===== config.mk =====
export PLATFORM = sky130hd
export DESIGN_NAME = id_hazard_forward_unit
export DESIGN_NICKNAME = d
export VERILOG_FILES = /design/src/rtl/id_hazard_forward_unit.sv
export SDC_FILE = /design/constraint.sdc
export NUM_CORES = 1
export LEC_CHECK = 0
export BUFFER_PORTS_ARGS = -buffer_cell sky130_fd_sc_hd__buf_2
export CAP_MARGIN = 20
export CORE_MARGIN = 10
export CORE_UTILIZATION = 43
export DETAILED_ROUTE_END_ITERATION = 8
export PLACE_DENSITY = 0.82
export REMOVE_ABC_BUFFERS = 1
export SYNTH_ARGS = -nofsm -noshare
export SYNTH_HDL_FRONTEND = slang
export SYNTH_SLANG_ARGS = --single-unit

===== constraint.sdc =====
create_clock -name CLOCK -period 4.5 [get_ports CLOCK]
set_clock_uncertainty 0.1 [all_clocks]
set_input_delay 0.9 -clock CLOCK [delete_from_list [all_inputs] [get_ports CLOCK]]
set_output_delay 0.9 -clock CLOCK [all_outputs]
set_load 0.01 [all_outputs]

===== src/rtl/id_hazard_forward_unit.sv =====
// ID-stage hazard/forwarding controller: load-use and branch-in-ID RAW stall sequencing,
// ID operand bypass from MEM/WB, and registered EX forward selects for the ID/EXE register.
module id_hazard_forward_unit #(
  parameter int unsigned DATA_W       = 32,
  parameter int unsigned REG_ADDR_W   = 5,
  parameter int unsigned CNT_W        = 16,
  parameter int unsigned BRANCH_IN_ID = 1
) (
  input  logic                  CLOCK,
  input  logic                  RESET,
  input  logic                  Valid_IN,
  input  logic [REG_ADDR_W-1:0] RegisterRS_IN,
  input  logic [REG_ADDR_W-1:0] RegisterRT_IN,
  input  logic                  UsesRS_IN,
  input  logic                  UsesRT_IN,
  input  logic                  IsBranch_IN,
  input  logic                  Flush_IN,
  input  logic [DATA_W-1:0]     RSValue_IN,
  input  logic [DATA_W-1:0]     RTValue_IN,
  input  logic [REG_ADDR_W-1:0] EXEWriteRegister_IN,
  input  logic                  EXEWriteEnable_IN,
  input  logic                  EXEMemRead_IN,
  input  logic [REG_ADDR_W-1:0] MEMWriteRegister_IN,
  input  logic                  MEMWriteEnable_IN,
  input  logic                  MEMMemRead_IN,
  input  logic [DATA_W-1:0]     MEMValue_IN,
  input  logic [REG_ADDR_W-1:0] WBWriteRegister_IN,
  input  logic                  WBWriteEnable_IN,
  input  logic [DATA_W-1:0]     WBValue_IN,
  output logic                  Stall_OUT,
  output logic                  Bubble_OUT,
  output logic [DATA_W-1:0]     OperandRS_OUT,
  output logic [DATA_W-1:0]     OperandRT_OUT,
  output logic [1:0]            FwdA_OUT,
  output logic [1:0]            FwdB_OUT,
  output logic                  IDEXValid_OUT,
  output logic [CNT_W-1:0]      StallCycles_OUT,
  output logic [CNT_W-1:0]      LoadUseEvents_OUT
);

  typedef enum logic {RUN, STALL} state_t;

  localparam logic [CNT_W-1:0] CNT_ONE = CNT_W'(1);

  state_t     state, state_n;
  logic [1:0] cnt, cnt_n;
  logic       exe_rs, exe_rt, mem_rs, mem_rt;
  logic       branch_id, load_use, advance;
  logic [1:0] need_rs, need_rt, need;

  function automatic logic [1:0] need_of(input logic exe_m, input logic mem_m,
                                         input logic exe_load, input logic mem_load,
                                         input logic br);
    logic [1:0] n;
    n = '0;
    if (exe_m && exe_load)
      n = br ? 2'd2 : 2'd1;
    else if (br && (exe_m || (mem_m && mem_load)))
      n = 2'd1;
    return n;
  endfunction

  function automatic logic [1:0] fwd_of(input logic exe_m, input logic mem_m, input logic exe_load);
    logic [1:0] f;
    f = 2'b00;
    if (exe_m && !exe_load)
      f = 2'b10;
    else if (exe_m || mem_m)
      f = 2'b01;
    return f;
  endfunction

  function automatic logic [DATA_W-1:0] operand_of(
    input logic [REG_ADDR_W-1:0] r,        input logic [DATA_W-1:0] rf,
    input logic                  mem_we,   input logic [REG_ADDR_W-1:0] mem_reg,
    input logic                  mem_load, input logic [DATA_W-1:0] mem_val,
    input logic                  wb_we,    input logic [REG_ADDR_W-1:0] wb_reg,
    input logic [DATA_W-1:0]     wb_val);
    logic [DATA_W-1:0] v;
    v = rf;
    if (r == '0)
      v = '0;
    else if (mem_we && !mem_load && (mem_reg == r))
      v = mem_val;
    else if (wb_we && (wb_reg == r))
      v = wb_val;
    return v;
  endfunction

  assign exe_rs = UsesRS_IN && EXEWriteEnable_IN && (RegisterRS_IN != '0) && (RegisterRS_IN == EXEWriteRegister_IN);
  assign exe_rt = UsesRT_IN && EXEWriteEnable_IN && (RegisterRT_IN != '0) && (RegisterRT_IN == EXEWriteRegister_IN);
  assign mem_rs = UsesRS_IN && MEMWriteEnable_IN && (RegisterRS_IN != '0) && (RegisterRS_IN == MEMWriteRegister_IN);
  assign mem_rt = UsesRT_IN && MEMWriteEnable_IN && (RegisterRT_IN != '0) && (RegisterRT_IN == MEMWriteRegister_IN);

  assign branch_id = (BRANCH_IN_ID != 0) && IsBranch_IN;
  assign need_rs   = need_of(exe_rs, mem_rs, EXEMemRead_IN, MEMMemRead_IN, branch_id);
  assign need_rt   = need_of(exe_rt, mem_rt, EXEMemRead_IN, MEMMemRead_IN, branch_id);
  assign need      = !Valid_IN ? 2'd0 : ((need_rs > need_rt) ? need_rs : need_rt);
  assign load_use  = Valid_IN && EXEMemRead_IN && (exe_rs || exe_rt);

  always_ff @(posedge CLOCK or posedge RESET) begin
    if (RESET) begin
      state <= RUN;
      cnt   <= '0;
    end else begin
      state <= state_n;
      cnt   <= cnt_n;
    end
  end

  // The entry cycle in RUN is itself the first stall; cnt counts the STALL-state cycles still owed.
  always_comb begin
    state_n = state;
    cnt_n   = cnt;
    if (Flush_IN) begin
      state_n = RUN;
      cnt_n   = '0;
    end else begin
      case (state)
        RUN: begin
          if (need != 2'd0) begin
            cnt_n   = need - 2'd1;
            state_n = (need > 2'd1) ? STALL : RUN;
          end
        end
        STALL: begin
          cnt_n = cnt - 2'd1;
          if (cnt <= 2'd1) state_n = RUN;
        end
        default: begin
          state_n = RUN;
          cnt_n   = '0;
        end
      endcase
    end
  end

  always_comb begin
    Stall_OUT  = 1'b0;
    Bubble_OUT = 1'b0;
    if (Flush_IN) begin
      Bubble_OUT = 1'b1;
    end else if (state == STALL || need != 2'd0) begin
      Stall_OUT  = 1'b1;
      Bubble_OUT = 1'b1;
    end
  end

  assign OperandRS_OUT = operand_of(RegisterRS_IN, RSValue_IN, MEMWriteEnable_IN, MEMWriteRegister_IN,
                                    MEMMemRead_IN, MEMValue_IN, WBWriteEnable_IN, WBWriteRegister_IN, WBValue_IN);
  assign OperandRT_OUT = operand_of(RegisterRT_IN, RTValue_IN, MEMWriteEnable_IN, MEMWriteRegister_IN,
                                    MEMMemRead_IN, MEMValue_IN, WBWriteEnable_IN, WBWriteRegister_IN, WBValue_IN);

  assign advance = Valid_IN && !Stall_OUT && !Flush_IN;

  always_ff @(posedge CLOCK or posedge RESET) begin
    if (RESET) begin
      IDEXValid_OUT     <= 1'b0;
      FwdA_OUT          <= 2'b00;
      FwdB_OUT          <= 2'b00;
      StallCycles_OUT   <= '0;
      LoadUseEvents_OUT <= '0;
    end else begin
      if (advance) begin
        IDEXValid_OUT <= 1'b1;
        FwdA_OUT      <= fwd_of(exe_rs, mem_rs, EXEMemRead_IN);
        FwdB_OUT      <= fwd_of(exe_rt, mem_rt, EXEMemRead_IN);
      end else begin
        IDEXValid_OUT <= 1'b0;
        FwdA_OUT      <= 2'b00;
        FwdB_OUT      <= 2'b00;
      end
      if (Stall_OUT && StallCycles_OUT != '1)
        StallCycles_OUT <= StallCycles_OUT + CNT_ONE;
      if (!Flush_IN && state == RUN && load_use && LoadUseEvents_OUT != '1)
        LoadUseEvents_OUT <= LoadUseEvents_OUT + CNT_ONE;
    end
  end

endmodule


==> Word level (Yosys, flattened, before mapping) <==
Index checks and enable logic that the tools add are counted.
{ "classes": {"addsub": 4, "mul": 0, "div_mod_pow": 0, "magnitude_cmp": 3, "eq_ne": 11, "shift": 0, "n_mux": 31, "bitwise_logic": 1, "reduce_logical": 48} }
{ "ops": {"columns": ["cell", "n"], "rows": [
  ["2-to-1 mux 32 bit", 6],
  ["== test 5 bit", 8],
  ["logical AND 1 bit", 33],
  ["adder 16 x 1 -> 16 bit, second input constant", 2],
  ["inequality test 16 bit, second input constant", 2],
  ["2-to-1 mux 2 bit", 11],
  ["2-to-1 mux 1 bit", 12],
  ["logical NOT 5 bit", 2],
  ["nonzero test 5 bit", 2],
  ["logical OR 1 bit", 6],
  ["logical NOT 1 bit", 4],
  ["one-hot mux 2 bit (2 select lines)", 1],
  ["subtractor 2 x 1 -> 2 bit, second input constant", 2],
  ["inequality test 3 bit, second input constant", 1],
  ["> comparator 2 x 1 -> 1 bit, second input constant", 1],
  ["> comparator 2 bit", 1],
  ["less-or-equal comparator 2 x 1 -> 1 bit, second input constant", 1],
  ["one-hot mux 1 bit (2 select lines)", 1],
  ["nonzero test 2 bit", 1],
  ["inverter 1 bit", 1]
]} }
{ "word_totals": {"regBits": 40, "latch_bits": 0, "ramBits": 0, "mem_bits_ro": 0, "output_inout_bits": 103, "memories": 0} }

==> Logic depth before layout (Yosys ltp) <==
Gate-level depths: netlist of the first run.
{ "logic_depth": {"depth_word": 19, "depth_mapped": 20, "mapped_depth_nobuf": 18} }

==> Least setup slack after synthesis of the first run <==
OpenSTA, ideal clock, no wires.
{ "synth_timing": {"path_type": "input -> register", "from": "input RegisterRT_IN[0]", "to": "register StallCycles_OUT[13]", "setup_ps": 125, "arrival_time_ps": 3950, "required_ps": 4275, "setup_slack_ps": 325, "cell_stages": 18, "path_cell_list": "nor4_4 -> a211oi_2 -> and2_4 -> buf_6 -> o31a_1 -> inv_1 -> ha_1 -> a21oi_1 -> mux2i_1 -> nand2_1 -> ha_1 -> nand2b_1 -> and2b_1 -> o31a_1 -> and4_1 -> buf_2 -> nand4_1 -> xnor2_1"} }
{ "synth_via": {"elab_chain_len": 16, "elab_cells_between_ends": 21, "classes_between": "1 x order compare; 2 x eq/ne; 6 x mux; 12 x reduce/logical"} }
{ "synth_lines": {"columns": ["item", "line_no", "text"], "rows": [
  ["start, declared", "13", "input logic [REG_ADDR_W-1:0] RegisterRT_IN,"],
  ["nonzero test 5 bit", "91, 93", null],
  ["logical AND 1 bit (2 in a row)", "93", "assign mem_rt = UsesRT_IN && MEMWriteEnable_IN && (RegisterRT_IN != '0) && (RegisterRT_IN == MEMWriteRegister_ ..."],
  ["logical AND 1 bit", "58", "else if (br && (exe_m || (mem_m && mem_load)))"],
  ["logical OR 1 bit", "58", null],
  ["logical AND 1 bit", "58", null],
  ["2-to-1 mux 1 bit", "58", null],
  ["2-to-1 mux 2 bit *", "56", "if (exe_m && exe_load)"],
  ["> comparator 2 bit", "98", "assign need = !Valid_IN ? 2'd0 : ((need_rs > need_rt) ? need_rs : need_rt);"],
  ["2-to-1 mux 2 bit * (2 in a row)", "98", null],
  ["nonzero test 2 bit *", "143", "end else if (state == STALL || need != 2'd0) begin"],
  ["logical OR 1 bit *", "143", null],
  ["2-to-1 mux 1 bit *", "143", null],
  ["2-to-1 mux 1 bit *", "141", "if (Flush_IN) begin"],
  ["via Stall_OUT", "30", "output logic Stall_OUT,"],
  ["logical AND 1 bit *", "173", "if (Stall_OUT && StallCycles_OUT != '1)"],
  ["end signal, assigned", "174", "StallCycles_OUT <= StallCycles_OUT + CNT_ONE;"],
  ["end, declared", "37", "output logic [CNT_W-1:0] StallCycles_OUT,"]
]} }
Mark *: on every way through the listed nets, which the timed path passes. The rest lies on a longest branch.
A chain may end at the register's enable or synchronous reset.

==> Worst setup path after layout of the first run <==
{ "layout_timing": {"from": "input RegisterRT_IN[3]", "to": "output Stall_OUT"} }
{ "layout_via": {"elab_chain_len": 15, "elab_cells_between_ends": 20, "classes_between": "1 x order compare; 2 x eq/ne; 6 x mux; 11 x reduce/logical"} }
{ "layout_lines": {"columns": ["item", "line_no"], "rows": [
  ["nonzero test 5 bit", "91, 93"],
  ["logical AND 1 bit (2 in a row)", "93"],
  ["logical AND 1 bit", "58"],
  ["logical OR 1 bit", "58"],
  ["logical AND 1 bit", "58"],
  ["2-to-1 mux 1 bit", "58"],
  ["2-to-1 mux 2 bit *", "56"],
  ["> comparator 2 bit", "98"],
  ["2-to-1 mux 2 bit * (2 in a row)", "98"],
  ["nonzero test 2 bit *", "143"],
  ["logical OR 1 bit *", "143"],
  ["2-to-1 mux 1 bit *", "143"],
  ["2-to-1 mux 1 bit *", "141"],
  ["end, declared", "30"]
]} }
Mark *: on every way between the ends. The rest lies on a longest branch, timed or not.

==> summary.txt, run 1 <==
Met1 GRT Util: 24.0%
Synth area leaders: dfrtp_1 (25%), mux2i_1 (16%), a211oi_1 (12%)
Area Overhead vs Synth: 40.6%
Worst reg2reg startpoint: LoadUseEvents_OUT[2]
Final min period: 4.35 ns
Initial core utilization: 44.0%
Post-synth cell types: 50
Die area: 13700 µm²
CTS root buf: clkbuf_8
TritonCTS clock tree: built
Leak: 2.80 nW
Post-synth ARST share: 100%
First-pass GRT wire length: 25000 µm
Crit path cell chain: buf_2 > nor4_4 > a211oi_2 > and2_4 > o31a_1 > inv_1 > ha_1 > a21oi_2 > mux2i_1 > nand2_1 > ha_1 > nand2b_1 > and2b_1 > buf_6
Yosys top cell area share: 24.7%
FF-to-FF path depth: 5
Ports: 268
Synthesized flop and latch total: 40
Hold path endpoint: StallCycles_OUT[13]
DR DRC count: 0
Drt total wl: 16600 µm
Clk_lat worst skew: 0.29 ns
Worst R2R Setup Slack: 2.35 ns
Worst slack, placed: 0.0905 ns
Post-DRT Antenna Nets: 0
Seq/Total Area, Yosys: 24.7%
Chip height: 117 µm
Overflow left after global routing: 0
CTS sink cnt: 40
Crit path kind: input port to output port
Worst hold stages: 1
IO buf count: 267
H-tree levels: 2
Layout net count: 908
Cell Area, Synth: 4050 µm²
Max_slew headroom: 55.0%
Placer congestion estimate: 0.973
Slew Limit Fails: 0
Vias per cell: 5.47
Leading area contributor after synthesis: dfrtp_1
Vias: 4653
Maxcap violations: 0
Commonest non-fill, non-tap cells in the layout: buf_2 (266), nor2_1 (75), a211oi_1 (65), mux2i_1 (65), dfrtp_1 (40)
Initial antenna violation count: 5
Cts hold-fix bufs: 0
Most used cell along the critical path: ha_1
CP max stage cell: nor4_4
Reg clk slew, reported paths: 0.08 ns
Die Wd: 117 µm
Most used DFF post-synth: dfrtp_1
Number of flops mapped to enable cells by yosys: 0
HP Start: StallCycles_OUT[13]
Crit end category: output port
Grt met3 use: 8.31%
Avg Cell Area, Syn: 8.54 µm²
Peak VDD IR: 0.166 mV
Num CTS Buffers: 5
Initial DRC Count: 329
Crit path DAT: 3.35 ns
Worst Hold Class: flip-flop to flip-flop
Core area: 9200 µm²
Fin util: 61.9%
Slew @ Worst Pin: 0.669 ns
Layout cells sized above 1: 42.7%
Worst-path fanout max: 6
Reg2reg end: LoadUseEvents_OUT[1]
Most common cell after layout, fill and taps aside: buf_2
Worst setup margin: 0.148 ns
Final Hold Vio Count: 0
Most used routing layer in global routing: met2
Tot GR Track Use: 22.9%
CP peak stage delay: 0.32 ns
DR pass1 iterations: 4
Rows: 35
Wire length per cell: 19.5 µm
Final setup viols: 0
Vias in the first global route: 4837
CP required: 3.50 ns
CP Launch Type: input port
Clock Path Buffers: 2
Max Clock Freq: 230 MHz
Dpl hpwl: 13800 µm
Met2 Track Usage GR: 41.0%
PD cells: 174 nW/µm²
Ys Warns: 0
Outcome: completed
Largest net degree at the start of global routing: 53
Post-Synthesis Cells: 474
Part of the cycle the worst path needs: 96.7%
worst max-delay path: cells and delay by family:
kind,cells,cell delay [ns]
buffers and inverters,3,0.32
AO/OA/AOI/OAI,3,0.56
multiplexers,1,0.24
AND/OR/NAND/NOR,5,0.87
adder cells (fa/ha/maj),2,0.44
through the flow:
stage	cells	cell area [µm²]	hold WS (ns)	total power, W	TNS [ns]
2_1_floorplan	441	3860	0.419	0.000508	-0.487
3_3_place_gp	834	5480	0.371	0.000673	0
3_5_place_dp	834	5480	0.388	0.000680	0
4_1_cts	842	5610	0.399	0.000999	0
5_1_grt	851	5690	0.412	0.00105	-0.0385
6_report	851	5690	0.392	0.000993	0
registers in the layout (all words and copies together), names as in the netlist:
| name | count |
|---|---|
| FwdA_OUT | 2 |
| LoadUseEvents_OUT | 16 |
| FwdB_OUT | 2 |
| StallCycles_OUT | 16 |
| IDEXValid_OUT | 1 |
| cnt | 2 |
| state | 1 |
power breakdown:
part           total, W  internal, W  switching (W)
sequential     0.000369     0.000364     0.00000498
combinational  0.000309     0.000144       0.000164
clock          0.000315     0.000196       0.000119
total          0.000993     0.000704       0.000289
worst max path at each step:
| stage | start | to | cells past startpoint |
|---|---|---|---|
| final | RegisterRT_IN[3] | Stall_OUT | 14 |
| after global routing | RegisterRT_IN[0] | Stall_OUT | 15 |
| after detailed placement | RegisterRT_IN[4] | Stall_OUT | 14 |
| after global placement | RegisterRT_IN[0] | Stall_OUT | 14 |
| after floorplan | RegisterRS_IN[1] | StallCycles_OUT[13] | 15 |
| after CTS | RegisterRT_IN[4] | Stall_OUT | 14 |
per-layer routing:
layer / vias to the layer above / share of wire [%] / routed length, µm
met1: 2177 / 35 / 5860
met5: - / 0.078 / 13
li1: 2231 / - / -
met2: 200 / 51 / 8480
met3: 43 / 10 / 1690
met4: 2 / 3.4 / 559
synthesized netlist by cell type, types with 2 or more instances:
cell type	n
nor3_1	5
clkbuf_1	14
nor4_2	2
nand3_1	9
and3_1	8
xor2_1	34
nor2b_1	2
buf_6	7
nor2_1	75
a211oi_1	65
buf_2	4
dfrtp_1	40
buf_1	5
a21oi_1	6
and2_1	8
o31a_1	2
o211ai_1	2
and4_1	2
nor4_1	3
nor4_4	2
nand4_1	11
buf_4	3
ha_1	8
nand2_1	28
inv_1	11
nand2b_1	3
xnor2_1	26
nand3b_1	2
mux2i_1	65
a31oi_1	2
timing repair:
| action | in CTS | in global routing |
|---|---|---|
| setup buffers | 0 | 5 |
| gates resized for setup | 0 | 5 |
| endpoints found under the setup margin | 0 | 2 |
final cells by class:
class                      instances  area (µm²)
fill                             799        3500
multi-input combinational        390        2850
timing repair buffer             287        1530
sequential                        40        1000
tap                              111         139
clock buffer                       7        96.3
inverter                          11        41.3
clock inverter                     1        30.0
antenna                            4        10.0
cell families after synthesis:
group           after synthesis  synth area share (%)
compound gates               87                  16.5
flops                        40                  24.7
xor+xnor                     60                  13.0
simple gates                168                  20.9
fa+ha+maj                     8                  2.47
mux                          67                  16.6
buf+inv                      44                  5.78
No activity file was read; power rests on OpenSTA's default activity.
==> inputs of run 2 (changes only) <==
==> config.mk (replaced) <==
export PLATFORM = sky130hd
export DESIGN_NAME = id_hazard_forward_unit
export DESIGN_NICKNAME = d
export VERILOG_FILES = /design/src/rtl/id_hazard_forward_unit.sv
export SDC_FILE = /design/constraint.sdc
export NUM_CORES = 1
export LEC_CHECK = 0
export CAP_MARGIN = 5
export CORE_MARGIN = 10
export CORE_UTILIZATION = 45
export DETAILED_ROUTE_END_ITERATION = 8
export DONT_BUFFER_PORTS = 1
export GPL_TIMING_DRIVEN = 0
export REMOVE_ABC_BUFFERS = 1
export SYNTH_ARGS = -nofsm -noshare
export SYNTH_HDL_FRONTEND = slang
export SYNTH_SLANG_ARGS = --single-unit
==> run 2 against run 1 <==
Power is 17% lower. Maximum frequency is 2.4% higher. Utilization shrank 13 points. Die area fell by 3.7%. Worst setup slack gained 0.10 ns. Highest routed layer is now met4.
==> summary.txt, run 2 (synthesis gave the netlist of run 1 again) <==
Chip height: 115 µm (-1.9%)
Switching share of power: 27.7% (-1.4 points)
CP Launch Type: input port
Worst slack, placed: -0.933 ns (-1.02 ns)
DP Cell Count: 555 (-33%)
Die Wd: 115 µm (-1.9%)
Worst Hold Class: flip-flop to flip-flop
IO buf count: 0 (-100%)
Leak: 1.64 nW (-41%)
Max_slew headroom: 45.0% (-10 points)
Combinational fraction of design power: 20.1% (-11 points)
CP peak stage delay: 0.33 ns (about the same)
Slew Limit Fails: 0 (unchanged)
Vias in the first global route: 3589 (-26%)
Layout cells sized above 1: 8.91% (-34 points)
Crit end category: output port
Post-DRT Antenna Nets: 0 (unchanged)
Largest net degree at the start of global routing: 41 (-23%)
Largest registers: LoadUseEvents_OUT x16, StallCycles_OUT x16
Final min period: 4.25 ns (-0.104 ns)
Overflow left after global routing: 0 (unchanged)
Clock Path Buffers: 2 (unchanged)
Initial core utilization: 46.4% (+2.4 points)
Initial DRC Count: 320 (-2.7%)
DR DRC count: 0 (unchanged)
Rows: 34 (-2.9%)
PD cells: 191 nW/µm² (+9.8%)
Drt total wl: 14800 µm (-11%)
Maxcap violations: 0 (unchanged)
Cts hold-fix bufs: 0 (unchanged)
Vias per cell: 6.33 (+16%)
Dpl cell area: 4090 µm² (-25%)
CTS sink cnt: 40 (unchanged)
Outcome: completed
Seq pwr share: 45.4% (+8.2 points)
Core area: 8720 µm² (-5.2%)
H-tree levels: 2 (unchanged)
Dpl hpwl: 12200 µm (-12%)
Commonest non-fill, non-tap cells in the layout: nor2_1 (75), mux2i_1 (64), a211oi_1 (64)
Vias: 3595 (-23%)
Max Clock Freq: 235 MHz (+2.4%)
Crit path DAT: 3.25 ns (-0.10 ns)
Crit path kind: input port to output port
Slew @ Worst Pin: 0.821 ns (+0.152 ns)
Ports: 268 (unchanged)
Most common cell after layout, fill and taps aside: nor2_1
Finished Layout Cells: 568 (-33%)
Tot GR Track Use: 20.3% (-2.5 points)
Final Cell Area: 4290 µm² (-25%)
Part of the cycle the worst path needs: 94.4% (-2.3 points)
CTS root buf: clkbuf_8
Placer congestion estimate: 0.859 (-12%)
Clock network fraction of total power: 34.5% (+2.8 points)
CP required: 3.50 ns (about the same)
Worst-path fanout max: 7 (+1)
CP max stage cell: nor4_4
Die area: 13200 µm² (-3.7%)
Num CTS Buffers: 5 (unchanged)
Layout net count: 632 (-30%)
Peak VDD IR: 0.0890 mV (-46%)
Wire length per cell: 26.0 µm (+33%)
Initial antenna violation count: 0 (-5)
Area Overhead vs Synth: 5.87%
RSZ-0062 raised after global routing: no
TritonCTS clock tree: built
First-pass GRT wire length: 21500 µm (-14%)
DR pass1 iterations: 4 (unchanged)
Final Hold Vio Count: 0 (unchanged)
Reg clk slew, reported paths: 0.08 ns (about the same)
Clk_lat worst skew: 0.28 ns (about the same)
Pint: 0.000594 W (-16%)
Switch Pwr: 0.000227 W (-21%)
Setup TNS Final: 0 ns (unchanged)
Final setup viols: 0 (unchanged)
Worst setup margin: 0.252 ns (+0.104 ns)
Number of diodes: 0 (-4)
Crit path cell chain: nor4_4 > a211oi_2 > and2_1 > and3_1 > ha_1 > a21oi_1 > a21oi_2 > mux2i_2 > nand2_1 > ha_2 > nand2b_1 > and2b_2
==> run 2: path summary, 6_finish.rpt <==
path | depth (start not counted) | slack [ns] | to | start
max in group asynchronous | 1 | 3.24 | LoadUseEvents_OUT[15] | RESET
worst min-delay path | 1 | 0.46 | StallCycles_OUT[13] | StallCycles_OUT[13]
worst min register to register | 1 | 0.46 | StallCycles_OUT[13] | StallCycles_OUT[13]
worst max-delay path | 12 | 0.25 | Stall_OUT | RegisterRS_IN[4]
min in group asynchronous | 1 | 0.55 | StallCycles_OUT[10] | RESET
worst max register to register | 6 | 2.25 | LoadUseEvents_OUT[12] | LoadUseEvents_OUT[2]
==> run 2: per-stage QoR <==
| step | util [%] | power, W | hold slack [ns] |
|---|---|---|---|
| global placement | 45.8 | 0.000538 | 0.451 |
| detailed placement | 46.9 | 0.000542 | 0.457 |
| finish | 49.2 | 0.000820 | 0.459 |
| global route | 49.2 | 0.000862 | 0.500 |
| floorplan | - | 0.000508 | 0.419 |
| CTS | 48.5 | 0.000829 | 0.468 |
==> run 2: area by class of cell <==
cell class,instances,area [µm²]
Clock buffer,6,72.6
Clock inverter,2,35.0
Fill cell,823,4430
Inverter,11,41.3
Multi-Input combinational cell,391,2850
Sequential cell,40,1000
Tap cell,108,135
Timing Repair Buffer,10,150
==> run 2: repair_timing <==
action | 4_1_cts | 5_1_grt
endpoints found under the setup margin | 13 | 7
cloned | 1 | 0
gates resized for setup | 3 | 5
endpoints found under the hold margin | 0 | 0
pin swaps | 1 | 3
buffers inserted | 1 | 2
==> run 2: power groups by stage <==
stage / logic, W / clock network, W / registers (W)
6_report: 0.000165 / 0.000283 / 0.000373
5_1_grt: 0.000181 / 0.000308 / 0.000373
4_1_cts: 0.000164 / 0.000292 / 0.000373
3_5_place_dp: 0.000162 / 0 / 0.000380
3_3_place_gp: 0.000159 / 0 / 0.000380
2_1_floorplan: 0.000130 / 0 / 0.000378
==> run 2: per-layer routing <==
| metal | up-vias | GRT usage (%) | part of all wire [%] |
|---|---|---|---|
| li1 | 1678 | - | - |
| met1 | 1713 | 23.7 | 36 |
| met2 | 194 | 33.0 | 50 |
| met3 | 10 | 9.53 | 13 |
| met4 | 0 | 5.36 | 1.6 |
| met5 | - | 0 | 0 |
==> run 2: worst max-delay path, delay by kind of cell <==
kind / cells / cell delay, ns
compound gates: 3 / 0.37
fa+ha+maj: 2 / 0.54
simple gates: 6 / 1.16
mux: 1 / 0.27
==> inputs of run 3 (changes only) <==
==> constraint.sdc (replaced) <==
create_clock -name CLOCK -period 4.5 [get_ports CLOCK]
set_clock_uncertainty 0.1 [all_clocks]
set_input_delay 1.35 -clock CLOCK [delete_from_list [all_inputs] [get_ports CLOCK]]
set_output_delay 1.35 -clock CLOCK [all_outputs]
set_load 0.01 [all_outputs]
==> run 3 against run 2 <==
Routed wire length up 4.7%. Highest routed layer unchanged. Critical path type unchanged. Design area rose by 5.9%. Register-to-register slack about the same. Combinational power rose by 5%. Sequential power barely moved. The run now ends with negative setup slack left. Non-clock buffer count increased by 21. Largest power group unchanged. Sequential share of layout area decreased by 1.3 points. Global-route usage up 0.66 points. Utilization up 2.9 points. Critical path depth did not move.
==> summary.txt, run 3 (synthesis gave the netlist of run 1 again) <==
Commonest non-fill, non-tap cells in the layout: nor2_1 (75), mux2i_1 (64), a211oi_1 (60)
Largest net degree at the start of global routing: 41 (unchanged)
Max_slew headroom: 45.2% (+0.27 points)
DR pass1 iterations: 5 (+1)
Clock Path Buffers: 2 (unchanged)
Crit end category: output port
Dpl hpwl: 12200 µm (unchanged)
Most common cell after layout, fill and taps aside: nor2_1
Part of the cycle the worst path needs: 110% (+16 points)
Drt total wl: 15400 µm (+4.7%)
PD cells: 183 nW/µm² (-4.5%)
Rows: 34 (unchanged)
Placer congestion estimate: 0.859 (unchanged)
Maxcap violations: 0 (unchanged)
Wire length per cell: 26.2 µm (+0.98%)
Finished Layout Cells: 589 (+3.7%)
Final Cell Area: 4540 µm² (+5.9%)
Number of diodes: 0 (unchanged)
Initial DRC Count: 315 (-1.6%)
Initial antenna violation count: 0 (unchanged)
Crit path cell chain: xor2_2 > nor4_2 > and2_4 > o31a_1 > inv_2 > ha_4 > a21oi_2 > mux2i_2 > nand2_2 > ha_4 > nand2b_4 > and2b_2
Tot GR Track Use: 21.0% (+0.66 points)
Worst Hold Class: flip-flop to flip-flop
Peak VDD IR: 0.0892 mV (+0.30%)
Register area: 1000 µm² (unchanged)
Initial core utilization: 46.4% (unchanged)
Slew @ Worst Pin: 0.820 ns (-0.000928 ns)
Leak: 1.75 nW (+6.9%)
CP Launch Type: input port
Crit path DAT: 3.52 ns (+0.27 ns)
CTS root buf: clkbuf_8
Vias per cell: 6.37 (+0.59%)
IO buf count: 0 (unchanged)
Failing checks: negative setup slack
Vias in the first global route: 3711 (+3.4%)
Post-DRT Antenna Nets: 0 (unchanged)
CP max stage cell: nor4_2
Outcome: complete, but fails checks
Fill cells: 805 (-2.2%)
Overflow left after global routing: 0 (unchanged)
Slew Limit Fails: 0 (unchanged)
Clk_lat worst skew: 0.28 ns (about the same)
First-pass GRT wire length: 22100 µm (+3.0%)
Area Overhead vs Synth: 12.1%
Die Wd: 115 µm (unchanged)
Vias: 3750 (+4.3%)
CP peak stage delay: 0.35 ns (+0.02 ns)
Crit path max-delay family: simple AND/OR/NAND/NOR gates
Most used cell along the critical path: ha_4
Layout cells sized above 1: 17.0% (+8.1 points)
Die area: 13200 µm² (unchanged)
Num CTS Buffers: 5 (unchanged)
Ports: 268 (unchanged)
Reg clk slew, reported paths: 0.08 ns (about the same)
Chip height: 115 µm (unchanged)
Crit path kind: input port to output port
CTS sink cnt: 40 (unchanged)
Final setup viols: 2 (+2)
Final Hold Vio Count: 0 (unchanged)
Dpl cell area: 4090 µm² (unchanged)
RSZ-0062 raised after global routing: yes
Max Clock Freq: 201 MHz (-15%)
Worst setup margin: -0.470 ns (-0.722 ns)
DR DRC count: 0 (unchanged)
CP required: 3.05 ns (-0.45 ns)
Worst-path fanout max: 4 (-3)
Multi-input logic area: 2970 µm² (+4.0%)
H-tree levels: 2 (unchanged)
Final min period: 4.97 ns (+0.722 ns)
Layout net count: 653 (+3.3%)
Largest registers: LoadUseEvents_OUT x16, StallCycles_OUT x16
DP Cell Count: 555 (unchanged)
WP buf/inv: 1 (+1)
TritonCTS clock tree: built
Core area: 8720 µm² (unchanged)
==> run 3: cell count changes in the layout (fill, tap and decap cells not counted), moves of 3 or more <==
cell and change:
buf_4 +22, a211oi_2 +4, a211oi_1 -4, nand2_1 -3, ha_4 +3
==> run 3: layout make-up <==
cell class / count / area share (%)
multi-input combinational: 391 / 65.4
tap: 108 / 2.98
timing repair buffer: 31 / 6.34
clock buffer: 6 / 1.60
clock inverter: 2 / 0.772
sequential: 40 / 22.1
inverter: 11 / 0.910
==> run 3: worst paths after layout <==
check                                       start                    to  slack [ns]  cells after the start
min in group asynchronous                   RESET    StallCycles_OUT[9]        1.00                      1
hold reg to reg               StallCycles_OUT[13]   StallCycles_OUT[13]        0.46                      1
hold / removal                StallCycles_OUT[13]   StallCycles_OUT[13]        0.46                      1
max in group asynchronous                   RESET    StallCycles_OUT[2]        2.78                      1
setup reg to reg             LoadUseEvents_OUT[2]  LoadUseEvents_OUT[1]        2.24                      5
setup / recovery           EXEWriteRegister_IN[0]             Stall_OUT       -0.47                     12
==> run 3: routing by layer <==
layer	vias up	part of all wire (%)	GRT usage, %
met5	-	0	0
met4	0	1.7	5.36
met3	14	13	9.64
met2	218	51	35.1
met1	1809	34	23.7
li1	1709	-	-
==> run 3: per-stage QoR <==
step           hold WS, ns  util [%]  setup slack [ns]  setup TNS (ns)  total power (W)
2_1_floorplan        0.419         -            -0.976          -47.84         0.000508
3_3_place_gp         0.451      45.8             -1.89         -112.55         0.000538
3_5_place_dp         0.457      46.9             -1.61          -30.73         0.000542
4_1_cts              0.468      50.5            -0.450          -0.858         0.000835
5_1_grt              0.500      52.1            -0.607           -1.16         0.000872
6_report             0.458      52.1            -0.470          -0.888         0.000830
==> run 3: repair_timing <==
item | 4_1_cts | 5_1_grt
setup endpoints to repair | 60 | 11
gates cloned | 1 | 0
pin swaps | 13 | 10
setup buffers | 14 | 11
gates resized for setup | 19 | 13
hold buffers | 0 | 0
==> run 3: power by group <==
part	internal (W)	total (W)	switching, W
Clock	0.000165	0.000283	0.000118
Combinational	0.0000701	0.000174	0.000104
Sequential	0.000364	0.000373	0.00000874
